[src/rtl/lcd_scanout.sv]
// Read-side scan-out engine: raster timing, front-buffer read addressing,
// sync-aligned pixel forwarding and the frame-end buffer-swap handshake.
module lcd_scanout #(
    parameter int H_ACTIVE = 480,
    parameter int H_FP     = 8,
    parameter int H_SYNC   = 4,
    parameter int H_BP     = 43,
    parameter int V_ACTIVE = 272,
    parameter int V_FP     = 4,
    parameter int V_SYNC   = 10,
    parameter int V_BP     = 12,
    parameter int ADDR_W   = 32
) (
    input  logic              clk,
    input  logic              rst_n,
    input  logic              swap_req,
    output logic              swap_ack,
    output logic [ADDR_W-1:0] fb_rad,
    input  logic [7:0]        fb_dout,
    output logic              switch,
    output logic              lcd_hsync,
    output logic              lcd_vsync,
    output logic              lcd_de,
    output logic [7:0]        lcd_data
);

    localparam int H_TOTAL = H_ACTIVE + H_FP + H_SYNC + H_BP;
    localparam int V_TOTAL = V_ACTIVE + V_FP + V_SYNC + V_BP;
    localparam int HW      = $clog2(H_TOTAL);
    localparam int VW      = $clog2(V_TOTAL);

    localparam logic [HW-1:0] H_LAST     = HW'(H_TOTAL - 1);
    localparam logic [HW-1:0] H_ACT      = HW'(H_ACTIVE);
    localparam logic [HW-1:0] HS_BEG     = HW'(H_ACTIVE + H_FP);
    localparam logic [HW-1:0] HS_END     = HW'(H_ACTIVE + H_FP + H_SYNC);
    localparam logic [VW-1:0] V_LAST     = VW'(V_TOTAL - 1);
    localparam logic [VW-1:0] V_ACT      = VW'(V_ACTIVE);
    localparam logic [VW-1:0] V_ACT_LAST = VW'(V_ACTIVE - 1);
    localparam logic [VW-1:0] VS_BEG     = VW'(V_ACTIVE + V_FP);
    localparam logic [VW-1:0] VS_END     = VW'(V_ACTIVE + V_FP + V_SYNC);
    localparam logic [ADDR_W-1:0] RAD_MAX = ADDR_W'(H_ACTIVE * V_ACTIVE - 1);

    typedef enum logic [1:0] {
        ST_IDLE    = 2'd0,
        ST_PENDING = 2'd1,
        ST_ACK     = 2'd2
    } swap_state_t;

    logic [HW-1:0]     h_r;
    logic [VW-1:0]     v_r;
    logic [ADDR_W-1:0] fb_rad_r;
    logic              hsync_r;
    logic              vsync_r;
    logic              de_r;
    logic              req_meta_r;
    logic              req_sync_r;
    swap_state_t       state_r;
    logic              switch_r;
    logic              swap_ack_r;

    logic              h_wrap_s;
    logic              v_wrap_s;
    logic              active_s;
    logic              hsync_s;
    logic              vsync_s;
    logic              swap_point_s;
    logic [7:0]        data_s;

    // Decode the current counter position into region and sync flags.
    // The swap point is looked at one cycle early so the registered strobe
    // is high exactly while the counters sit at h == 0, v == V_ACTIVE.
    always_comb begin
        h_wrap_s     = (h_r == H_LAST);
        v_wrap_s     = (v_r == V_LAST);
        active_s     = (h_r < H_ACT) && (v_r < V_ACT);
        hsync_s      = (h_r >= HS_BEG) && (h_r < HS_END);
        vsync_s      = (v_r >= VS_BEG) && (v_r < VS_END);
        swap_point_s = h_wrap_s && (v_r == V_ACT_LAST);
    end

    // Horizontal and vertical raster counters.
    always_ff @(posedge clk or negedge rst_n) begin
        if (!rst_n) begin
            h_r <= {HW{1'b0}};
            v_r <= {VW{1'b0}};
        end else if (h_wrap_s) begin
            h_r <= {HW{1'b0}};
            if (v_wrap_s) begin
                v_r <= {VW{1'b0}};
            end else begin
                v_r <= v_r + 1'b1;
            end
        end else begin
            h_r <= h_r + 1'b1;
        end
    end

    // Running read address; holds at the last pixel so it never wraps mid-frame.
    always_ff @(posedge clk or negedge rst_n) begin
        if (!rst_n) begin
            fb_rad_r <= {ADDR_W{1'b0}};
        end else if (v_r == V_ACT) begin
            fb_rad_r <= {ADDR_W{1'b0}};
        end else if (active_s && (fb_rad_r != RAD_MAX)) begin
            fb_rad_r <= fb_rad_r + 1'b1;
        end else begin
            fb_rad_r <= fb_rad_r;
        end
    end

    // Panel controls delayed one stage to line up with the read data latency.
    always_ff @(posedge clk or negedge rst_n) begin
        if (!rst_n) begin
            hsync_r <= 1'b1;
            vsync_r <= 1'b1;
            de_r    <= 1'b0;
        end else begin
            hsync_r <= ~hsync_s;
            vsync_r <= ~vsync_s;
            de_r    <= active_s;
        end
    end

    // Blank pixel data outside the visible area.
    always_comb begin
        if (de_r) begin
            data_s = fb_dout;
        end else begin
            data_s = 8'h00;
        end
    end

    // Two-flop synchronizer for the writer-domain request level.
    always_ff @(posedge clk or negedge rst_n) begin
        if (!rst_n) begin
            req_meta_r <= 1'b0;
            req_sync_r <= 1'b0;
        end else begin
            req_meta_r <= swap_req;
            req_sync_r <= req_meta_r;
        end
    end

    // Swap handshake FSM; a cancelled request wins over a coincident swap point.
    always_ff @(posedge clk or negedge rst_n) begin
        if (!rst_n) begin
            state_r    <= ST_IDLE;
            switch_r   <= 1'b0;
            swap_ack_r <= 1'b0;
        end else begin
            switch_r <= 1'b0;
            case (state_r)
                ST_IDLE: begin
                    if (req_sync_r) begin
                        state_r <= ST_PENDING;
                    end
                end
                ST_PENDING: begin
                    if (!req_sync_r) begin
                        state_r <= ST_IDLE;
                    end else if (swap_point_s) begin
                        state_r    <= ST_ACK;
                        switch_r   <= 1'b1;
                        swap_ack_r <= 1'b1;
                    end
                end
                ST_ACK: begin
                    if (!req_sync_r) begin
                        state_r    <= ST_IDLE;
                        swap_ack_r <= 1'b0;
                    end
                end
                default: begin
                    state_r    <= ST_IDLE;
                    swap_ack_r <= 1'b0;
                end
            endcase
        end
    end

    assign fb_rad    = fb_rad_r;
    assign lcd_hsync = hsync_r;
    assign lcd_vsync = vsync_r;
    assign lcd_de    = de_r;
    assign lcd_data  = data_s;
    assign switch    = switch_r;
    assign swap_ack  = swap_ack_r;

endmodule

[config.mk]
export PLATFORM = sky130hd
export DESIGN_NAME = lcd_scanout
export DESIGN_NICKNAME = d
export VERILOG_FILES = /design/src/rtl/lcd_scanout.sv
export SDC_FILE = /design/constraint.sdc
export NUM_CORES = 1
export LEC_CHECK = 0
export CAP_MARGIN = 20
export CORE_MARGIN = 10
export CORE_UTILIZATION = 53
export DETAILED_ROUTE_END_ITERATION = 8
export HOLD_SLACK_MARGIN = 0.02
export PLACE_DENSITY = 0.8
export SLEW_MARGIN = 20
export SYNTH_ARGS = -nofsm -noshare
export SYNTH_HDL_FRONTEND = slang
export SYNTH_SLANG_ARGS = --single-unit
[constraint.sdc]
create_clock -name clk -period 2.8 [get_ports clk]
set_input_delay 0.42 -clock clk [delete_from_list [all_inputs] [get_ports clk]]
set_output_delay 0.42 -clock clk [all_outputs]
set_load 0.02 [all_outputs]
==> Word-level counts from Yosys, hierarchy flattened <==
Cells that the tools add are included.
{ "totals": {"input_bits": 11, "out_inout_bits": 45, "register_bits": 60} }
{ "classes": {"n_addsub": 3, "n_lt_le_gt_ge": 6, "eq_ne": 12, "n_bitwise": 3, "n_mux": 17, "n_reduce_logical": 9} }
{ "ops": {"columns": ["cell", "n"], "rows": [
  ["$mux 32", 2],
  ["$add 32x1->32 const B", 1],
  ["$ne 32x17->1 const B", 1],
  ["$eq 9x9->1 const B", 3],
  ["$lt 10x9->1 const B", 2],
  ["$lt 9x9->1 const B", 2],
  ["$add 10x1->10 const B", 1],
  ["$eq 10x10->1 const B", 1],
  ["$ge 10x9->1 const B", 1],
  ["$mux 10", 1],
  ["$add 9x1->9 const B", 1],
  ["$ge 9x9->1 const B", 1],
  ["$mux 9", 1],
  ["$mux 2", 4],
  ["$mux 8", 1],
  ["$ne 2x2->1 const B", 4],
  ["$mux 1", 6],
  ["$pmux 2 s3", 1],
  ["$logic_and 1x1->1", 5],
  ["$reduce_and 4->1", 1],
  ["$ne 3x3->1 const B", 1],
  ["$not 1->1", 3],
  ["$pmux 1 s3", 1],
  ["$reduce_and 3->1", 1],
  ["other kinds (4)", 4]
]} }

==> Depth between registers and ports, before layout <==
Gate-level depths: netlist of the first run.
{ "depth": {"word_depth": 5, "depth_mapped": 8, "mapped_depth_nobuf": 7} }

==> Worst setup path after synthesis of the first run <==
OpenSTA, ideal clock, no wires.
{ "synth_path": {"path_kind": "register -> register", "from": "reg fb_rad_r[27] (netlist: fb_rad[27])", "to": "reg fb_rad_r[5] (netlist: fb_rad[5])", "period_less_slack_ns": 2.179, "t_arrival_ns": 2.041, "path_stages_with_launch": 7, "path_slack_ns": 0.621, "path_buffers": 1, "setup_time_ns": 0.138, "path_cell_list": "dfrtp_1 -> or4_1 -> or4_1 -> buf_6 -> nor4_4 -> nor3_1 -> mux2i_1"} }
{ "synth_via": {"elab_chain_len": 3} }
{ "synth_lines": {"columns": ["element", "line", "rtl"], "rows": [
  ["from (decl)", "51", "logic [ADDR_W-1:0] fb_rad_r;"],
  ["from (signal assigned)", "101", "fb_rad_r <= {ADDR_W{1'b0}};"],
  ["from (signal assigned)", "103", "fb_rad_r <= {ADDR_W{1'b0}};"],
  ["from (signal assigned)", "105", "fb_rad_r <= fb_rad_r + 1'b1;"],
  ["$ne 32x17->1", "104", "end else if (active_s && (fb_rad_r != RAD_MAX)) begin"],
  ["$logic_and 1x1->1", "104", null],
  ["$reduce_bool 2->1 (no source line)", null, null]
]} }
No other way between the ends.
A chain may end at the register's enable or synchronous reset.

==> Worst setup path in the final report of the first run <==
{ "layout_path": {"from": "reg v_r[5]", "to": "reg fb_rad_r[16] (netlist: fb_rad[16])"} }
{ "layout_via": {"elab_chain_len": 4, "elab_cells_between_ends": 6, "classes_between": "order compare: 1; eq/ne: 1; mux: 1; reduce/logical: 3"} }
{ "layout_lines": {"columns": ["element", "line", "rtl"], "rows": [
  ["from (decl)", "50", "logic [VW-1:0] v_r;"],
  ["from (signal assigned)", "85", "v_r <= {VW{1'b0}};"],
  ["from (signal assigned)", "89", "v_r <= {VW{1'b0}};"],
  ["from (signal assigned)", "91", "v_r <= v_r + 1'b1;"],
  ["$lt 9x9->1", "75", "active_s = (h_r < H_ACT) && (v_r < V_ACT);"],
  ["$logic_and 1x1->1", "75", null],
  ["$logic_and 1x1->1", "104", null],
  ["$reduce_bool 2->1 (no source line)", null, null],
  ["to (signal assigned)", "103", null],
  ["to (signal assigned)", "105", null],
  ["to (signal assigned)", "107", "fb_rad_r <= fb_rad_r;"]
]} }
Parallel ways exist; a longest one is shown, timed or not.

==> reports/metrics.csv, run 1 <==
metric;value;unit
total power;1.61;mW
RSZ-0062 raised after global routing;false;
antenna violations before repair;0;
Synth top area share;45.2;%
final RePlAce weighted congestion;0.851;
status;complete, no violations;
fin. max-slew vios;0;
Worst EP required;3.02;ns
final clock skew;0.00669;ns
share of cells above drive strength 1;9.32;%
CTS tree;done;
antenna-violating nets left;0;
prevailing post-synth register cell;dfrtp_1;
HPWL after DPL;5450;um
Clock Latency Late Sink;0.33;ns
first-pass GRT wire length;12700;um
# H-tree levels;3;
port bufs;55;
CP max FO;10;
Comb pwr share;3.5;%
vias in the first global route;2610;
Clk pwr share;42.4;%
syn_nets;352;
minimum clock period;2.36;ns
Starting Density;54.5;%
yosys warns;0;
Tightest Hold Check Type;in2async;
final wirelength;7560;um
setup_tns;0;ns
largest net degree at the start of global routing;61;
CTS Root Cell;clkbuf_8;
Layout area overhead;24.5;%
chip width;97.8;um
total global routing overflow;0;
ys async rst share;100;%
n_diodes;0;
main area contributors after synthesis;dfrtp_1, xnor2_1, nor2_1, nor4_1, nand2_1;
Synth Register Bits;60;
maxcap violations;0;
pwr dens;402;nW/um^2
Sequential Power Share;54.2;%
fill count;467;
Yosys cell types;50;
core area;5890;sq um
dominant cell type by area after synthesis;dfrtp_1;
number of synthesized flops with an enable pin;0;
Mapped Area;3210;sq um
VDD IR-drop max;0.000241;V
TritonCTS Buffers;9;
First-pass DRT Iterations;4;
Fin. Hold Viols;0;
Nets;410;
period utilization;84.4;%
DRC Markers;0;
static leakage;1.67;nW
Highest Clock Rate;423;MHz
Sw Ratio;21.7;%
critical path capture point type;flip-flop;
Max-slew headroom;50.3;%
Post-CTS Setup Repair Bufs;0;
sequential element share of the synthesized area;46.9;%
Setup violations, final;0;
hold slack;0.218;ns
internal power;1.26;mW
hold_buf cts;0;
# clock sinks;60;
Die Height;97.8;um
die area;9560;sq um
gr usage total;15.8;%
Gates resized, CTS repair;0;
I/O Pins;56;
Crit Path Class;reg2reg;
FP Rows;28;
Switch Pwr;349;uW
clock tree buffer depth;2;
worst slew pin tran;0.745;ns
Cells after Synth;335;
Critical Path AT;2.58;ns
DR WL/cell;16.0;um
syn_area_per_cell;9.58;sq um
clk slew on worst S/H paths;0.06;ns
Setup crit start kind;flip-flop;
DR vias/cell;5.66;
Via Count;2670;
DR iter-0 viols;146;
==> cell usage after synthesis, types with 3 or more instances <==
master     n
o21ai_1    3
and4_1     4
clkbuf_1   8
nand4_1    8
buf_2      3
nor3_1    13
dfrtp_1   58
nand3_1   19
or3_1      3
nor4b_1    3
mux2i_1    8
ha_1       6
xor2_1     6
or4_1      7
inv_1     11
xnor2_1   23
a21oi_1   13
nor4_1    19
nand2b_1   4
and2_1     9
and3_1     5
nor2_1    42
nand2_1   29
==> per-stage QoR <==
step | setup slack, ns | cells | utilization [%] | instance area [sq um]
6_report | 0.437 | 472 | 67.9 | 3990
3_3_place_gp | 0.575 | 457 | 65.0 | 3820
2_1_floorplan | 0.621 | 335 | - | 3210
4_1_cts | 0.475 | 472 | 67.9 | 3990
3_5_place_dp | 0.499 | 457 | 65.0 | 3820
5_1_grt | 0.301 | 472 | 67.9 | 3990
==> area by class of cell <==
| cell class | count | area, sq um | share of cell area [%] |
|---|---|---|---|
| clock buffers | 13 | 159 | 3.98 |
| clock inverters | 2 | 10.0 | 0.251 |
| inverters | 11 | 41.3 | 1.03 |
| multi-input cells | 250 | 1600 | 39.9 |
| flip-flops and latches | 60 | 1500 | 37.7 |
| well taps | 75 | 93.8 | 2.35 |
| repair buffers | 61 | 591 | 14.8 |
==> cells in the final DEF, fill, tap and decap left out, types with 4 or more instances in the layout <==
cell type	count
clkdlybuf4s50_1	54
and4_1	4
or4_1	7
mux2i_1	8
nor4_1	19
and3_1	5
dfrtp_1	58
clkbuf_8	11
buf_4	6
nor2_1	42
nand2b_1	4
nand4_1	8
nor3_1	13
nand2_1	29
xnor2_1	23
nand3_1	19
xor2_1	6
a21oi_1	13
inv_1	11
ha_1	6
and2_1	9
==> critical path: stages (launching register included) <==
cell     delay, ns
dfrtp_1       0.52
o41ai_4       0.45
nand4_1       0.34
nor3_1        0.56
a21oi_1       0.14
a31o_2        0.23
==> power by group through the flow <==
stage               Sequential (mW)  Combinational, mW  Clock [mW]
floorplan                     0.886             0.0140           0
global placement              0.886             0.0571           0
detailed placement            0.887             0.0579           0
CTS                           0.871             0.0581       0.693
global route                  0.870             0.0624       0.735
finish                        0.871             0.0555       0.680
==> layer usage <==
layer | track usage (%) | wire length [um]
met2 | 24.2 | 3380
met5 | 0 | 0
met1 | 20.3 | 3570
met3 | 3.88 | 434
met4 | 8.28 | 172
==> logic make-up after synthesis <==
group                    after synthesis  share of synthesized area (%)
XOR/XNOR                              29                           7.92
AO/OA/AOI/OAI                         27                           6.20
multiplexers                          10                           3.20
adder cells (fa/ha/maj)                6                           2.34
flip-flops                            60                           46.9
AND/OR/NAND/NOR                      178                           30.1
buffers and inverters                 25                           3.39
==> flip-flops by register name (all words and copies together) (netlist names) <==
register    count
fb_rad         32
h_r            10
lcd_de          1
lcd_hsync       1
lcd_vsync       1
req_meta_r      1
req_sync_r      1
state_r         2
swap_ack        1
switch          1
v_r             9
==> final timing paths <==
| kind | slack, ns | cells past startpoint | to | startpoint |
|---|---|---|---|---|
| worst max-delay path | 0.44 | 5 | fb_rad[16] | v_r[5] |
| worst min-delay path | 0.22 | 2 | h_r[1] | rst_n |
| worst max register to register | 0.44 | 5 | fb_rad[16] | v_r[5] |
| worst min register to register | 0.35 | 0 | req_sync_r | req_meta_r |
| max in group asynchronous | 2.07 | 2 | h_r[2] | rst_n |
| min in group clk | 0.35 | 0 | req_sync_r | req_meta_r |
No activity file was read; power rests on OpenSTA's default activity.
==> run 2: changes to the inputs <==
==> constraint.sdc (replaced) <==
create_clock -name clk -period 2.3 [get_ports clk]
set_input_delay 0.345 -clock clk [delete_from_list [all_inputs] [get_ports clk]]
set_output_delay 0.345 -clock clk [all_outputs]
set_load 0.02 [all_outputs]
==> run 2 against run 1 <==
  * Setup slack got worse by 0.32 ns
  * First-iteration DRC count decreased by 3.4%
  * Register-to-register slack got worse by 0.32 ns
  * Via count increased by 3.2%
  * Utilization up 2.6 points
  * Non-clock buffer count rose by 14
  * Final area grew 3.8%
  * Clock power increased by 36%
  * Fmax grew 8.5%
  * Wire length is 0.91% higher
  * Sequential power up 22%
  * Sequential share of layout area down 1.4 points
  * Largest power group unchanged
==> reports/metrics.csv, run 2 (synthesis gave the netlist of run 1 again) <==
metric;value;unit;change
status;complete, no violations;;unchanged
CP top delay family;simple AND/OR/NAND/NOR gates;;unchanged
Crit Path Class;reg2reg;;unchanged
period utilization;94.7;%;was 84.4%
DR WL/cell;15.7;um;was 16.0 um
n_diodes;0;;unchanged
commonest non-fill, non-tap cell in the layout;dfrtp_1;;unchanged
gr usage total;16.3;%;was 15.8%
Worst Hold End;req_sync_r;;
final RePlAce weighted congestion;0.852;;was 0.851
Critical Path AT;2.41;ns;was 2.58 ns
core area;5890;sq um;unchanged
CTS tree;done;;unchanged
Tightest Hold Check Type;reg2reg;;was in2async
CTS Root Cell;clkbuf_8;;unchanged
total global routing overflow;0;;unchanged
worst path cell trace;nand3_2 > or4_1 > or4_1 > mux2i_1;;was o41ai_4 > nand4_1 > nor3_1 > a21oi_1 > a31o_2
Worst R2R Setup Slack;0.12;ns;was 0.44 ns
Clock Latency Late Sink;0.34;ns;was 0.33 ns
critical path capture point type;flip-flop;;unchanged
Max-slew headroom;62.4;%;was 50.3%
Die Height;97.8;um;unchanged
Starting Density;54.5;%;unchanged
total power;2.05;mW;was 1.61 mW
most frequent CP cell;or4_1;;
setup_tns;0;ns;unchanged
hold path depth;0;;
FP Rows;28;;unchanged
antenna violations before repair;0;;unchanged
antenna-violating nets left;0;;unchanged
# clock sinks;60;;unchanged
DR vias/cell;5.66;;about the same
TritonCTS Buffers;9;;unchanged
static leakage;1.74;nW;was 1.67 nW
Worst Reg-to-Reg Cells;4;;was 5
VDD IR-drop max;0.000378;V;was 0.000241 V
CP max FO;10;;unchanged
Setup crit start kind;flip-flop;;unchanged
share of cells above drive strength 1;13.3;%;was 9.32%
Layout area overhead;29.2;%;was 24.5%
slowest stage delay, CP;0.72;ns;was 0.56 ns
chip width;97.8;um;unchanged
Sw Ratio;22.8;%;was 21.7%
clock tree buffer depth;2;;unchanged
Worst R2R Start;fb_rad[12];;was v_r[5]
HPWL after DPL;5670;um;was 5450 um
Setup violations, final;0;;unchanged
# H-tree levels;3;;unchanged
Switch Pwr;468;uW;was 349 uW
Clk pwr share;44.9;%;was 42.4%
Comb pwr share;3.5;%;about the same
Fin. Hold Viols;0;;unchanged
port bufs;55;;unchanged
final wirelength;7630;um;was 7560 um
fin. max-slew vios;0;;unchanged
Worst Path Buf+Inv;0;;unchanged
largest net degree at the start of global routing;37;;was 61
die area;9560;sq um;unchanged
clk slew on worst S/H paths;0.07;ns;was 0.06 ns
internal power;1.59;mW;was 1.26 mW
Post-CTS Setup Repair Bufs;0;;unchanged
Via Count;2756;;was 2,670
first-pass GRT wire length;13200;um;was 12,700 um
vias in the first global route;2648;;was 2,610
Largest register FFs;32;;unchanged
Hold Crit Start;req_meta_r;;
Worst EP required;2.53;ns;was 3.02 ns
commonest cells after routing, fill and taps aside;dfrtp_1, clkdlybuf4s50_1, nor2_1;;unchanged
pwr dens;495;nW/um^2;was 402 nW/um^2
First-pass DRT Iterations;4;;unchanged
final clock skew;0.00748;ns;was 0.00669 ns
worst slew pin tran;0.564;ns;was 0.745 ns
I/O Pins;56;;unchanged
minimum clock period;2.18;ns;was 2.36 ns
DRC Markers;0;;unchanged
maxcap violations;0;;unchanged
Highest Clock Rate;459;MHz;was 423 MHz
Slowest-stage cell, CP;or4_1;;was nor3_1
Nets;424;;was 410
hold slack;0.360;ns;was 0.218 ns
Sequential Power Share;51.6;%;was 54.2%
Worst R2R End;fb_rad[31];;was fb_rad[16]
DR iter-0 viols;141;;was 146
RSZ-0062 raised after global routing;false;;unchanged
-- run 2: area by class of cell --
| cell class | instances | area, sq um |
|---|---|---|
| well taps | 75 | 93.8 |
| multi-input cells | 250 | 1600 |
| flip-flops and latches | 60 | 1500 |
| repair buffers | 75 | 711 |
| clock buffers | 9 | 124 |
| fillers | 425 | 1740 |
| inverters | 11 | 41.3 |
| clock inverters | 7 | 67.6 |
-- run 2: power by group through the flow --
stage | clock network [mW] | registers, mW | logic, mW
2_1_floorplan | 0 | 1.08 | 0.0170
3_3_place_gp | 0 | 1.08 | 0.0728
3_5_place_dp | 0 | 1.08 | 0.0734
4_1_cts | 0.937 | 1.06 | 0.0750
5_1_grt | 0.990 | 1.06 | 0.0808
6_report | 0.922 | 1.06 | 0.0720
-- run 2: layer usage --
layer	track usage [%]	wire, um	part of all wire [%]	up-vias
li1	-	-	-	1340
met1	21.8	3540	46	1327
met2	24.4	3490	46	76
met3	4.58	479	6.3	13
met4	6.60	128	1.7	0
met5	0	0	0	-
-- run 2: how the worst max path moves through the flow --
stage / start / endpoint / slack, ns / cells past startpoint
after floorplan: fb_rad[27] / fb_rad[5] / 0.12 / 6
after global routing: h_r[0] / swap_ack / 0.005 / 8
after global placement: fb_rad[27] / fb_rad[5] / 0.11 / 5
after detailed placement: fb_rad[27] / fb_rad[5] / 0.10 / 5
final: fb_rad[12] / fb_rad[31] / 0.12 / 4
after CTS: fb_rad[27] / fb_rad[3] / 0.02 / 5
-- run 2: through the flow --
stage / instance area, sq um / cells / utilization, % / worst slack [ns]
final: 4150 / 487 / 70.4 / 0.121
after global routing: 4150 / 487 / 70.4 / 0.00523
after CTS: 4140 / 487 / 70.3 / 0.0201
after detailed placement: 3940 / 470 / 66.9 / 0.103
after global placement: 3940 / 470 / 66.9 / 0.112
after floorplan: 3210 / 335 / - / 0.121
-- run 2: timing repair --
| item | 4_1_cts | 5_1_grt |
|---|---|---|
| endpoints found under the hold margin | 23 | 0 |
| hold buffers | 1 | 0 |
| endpoints found under the setup margin | 0 | 8 |
| resized for setup | 0 | 2 |
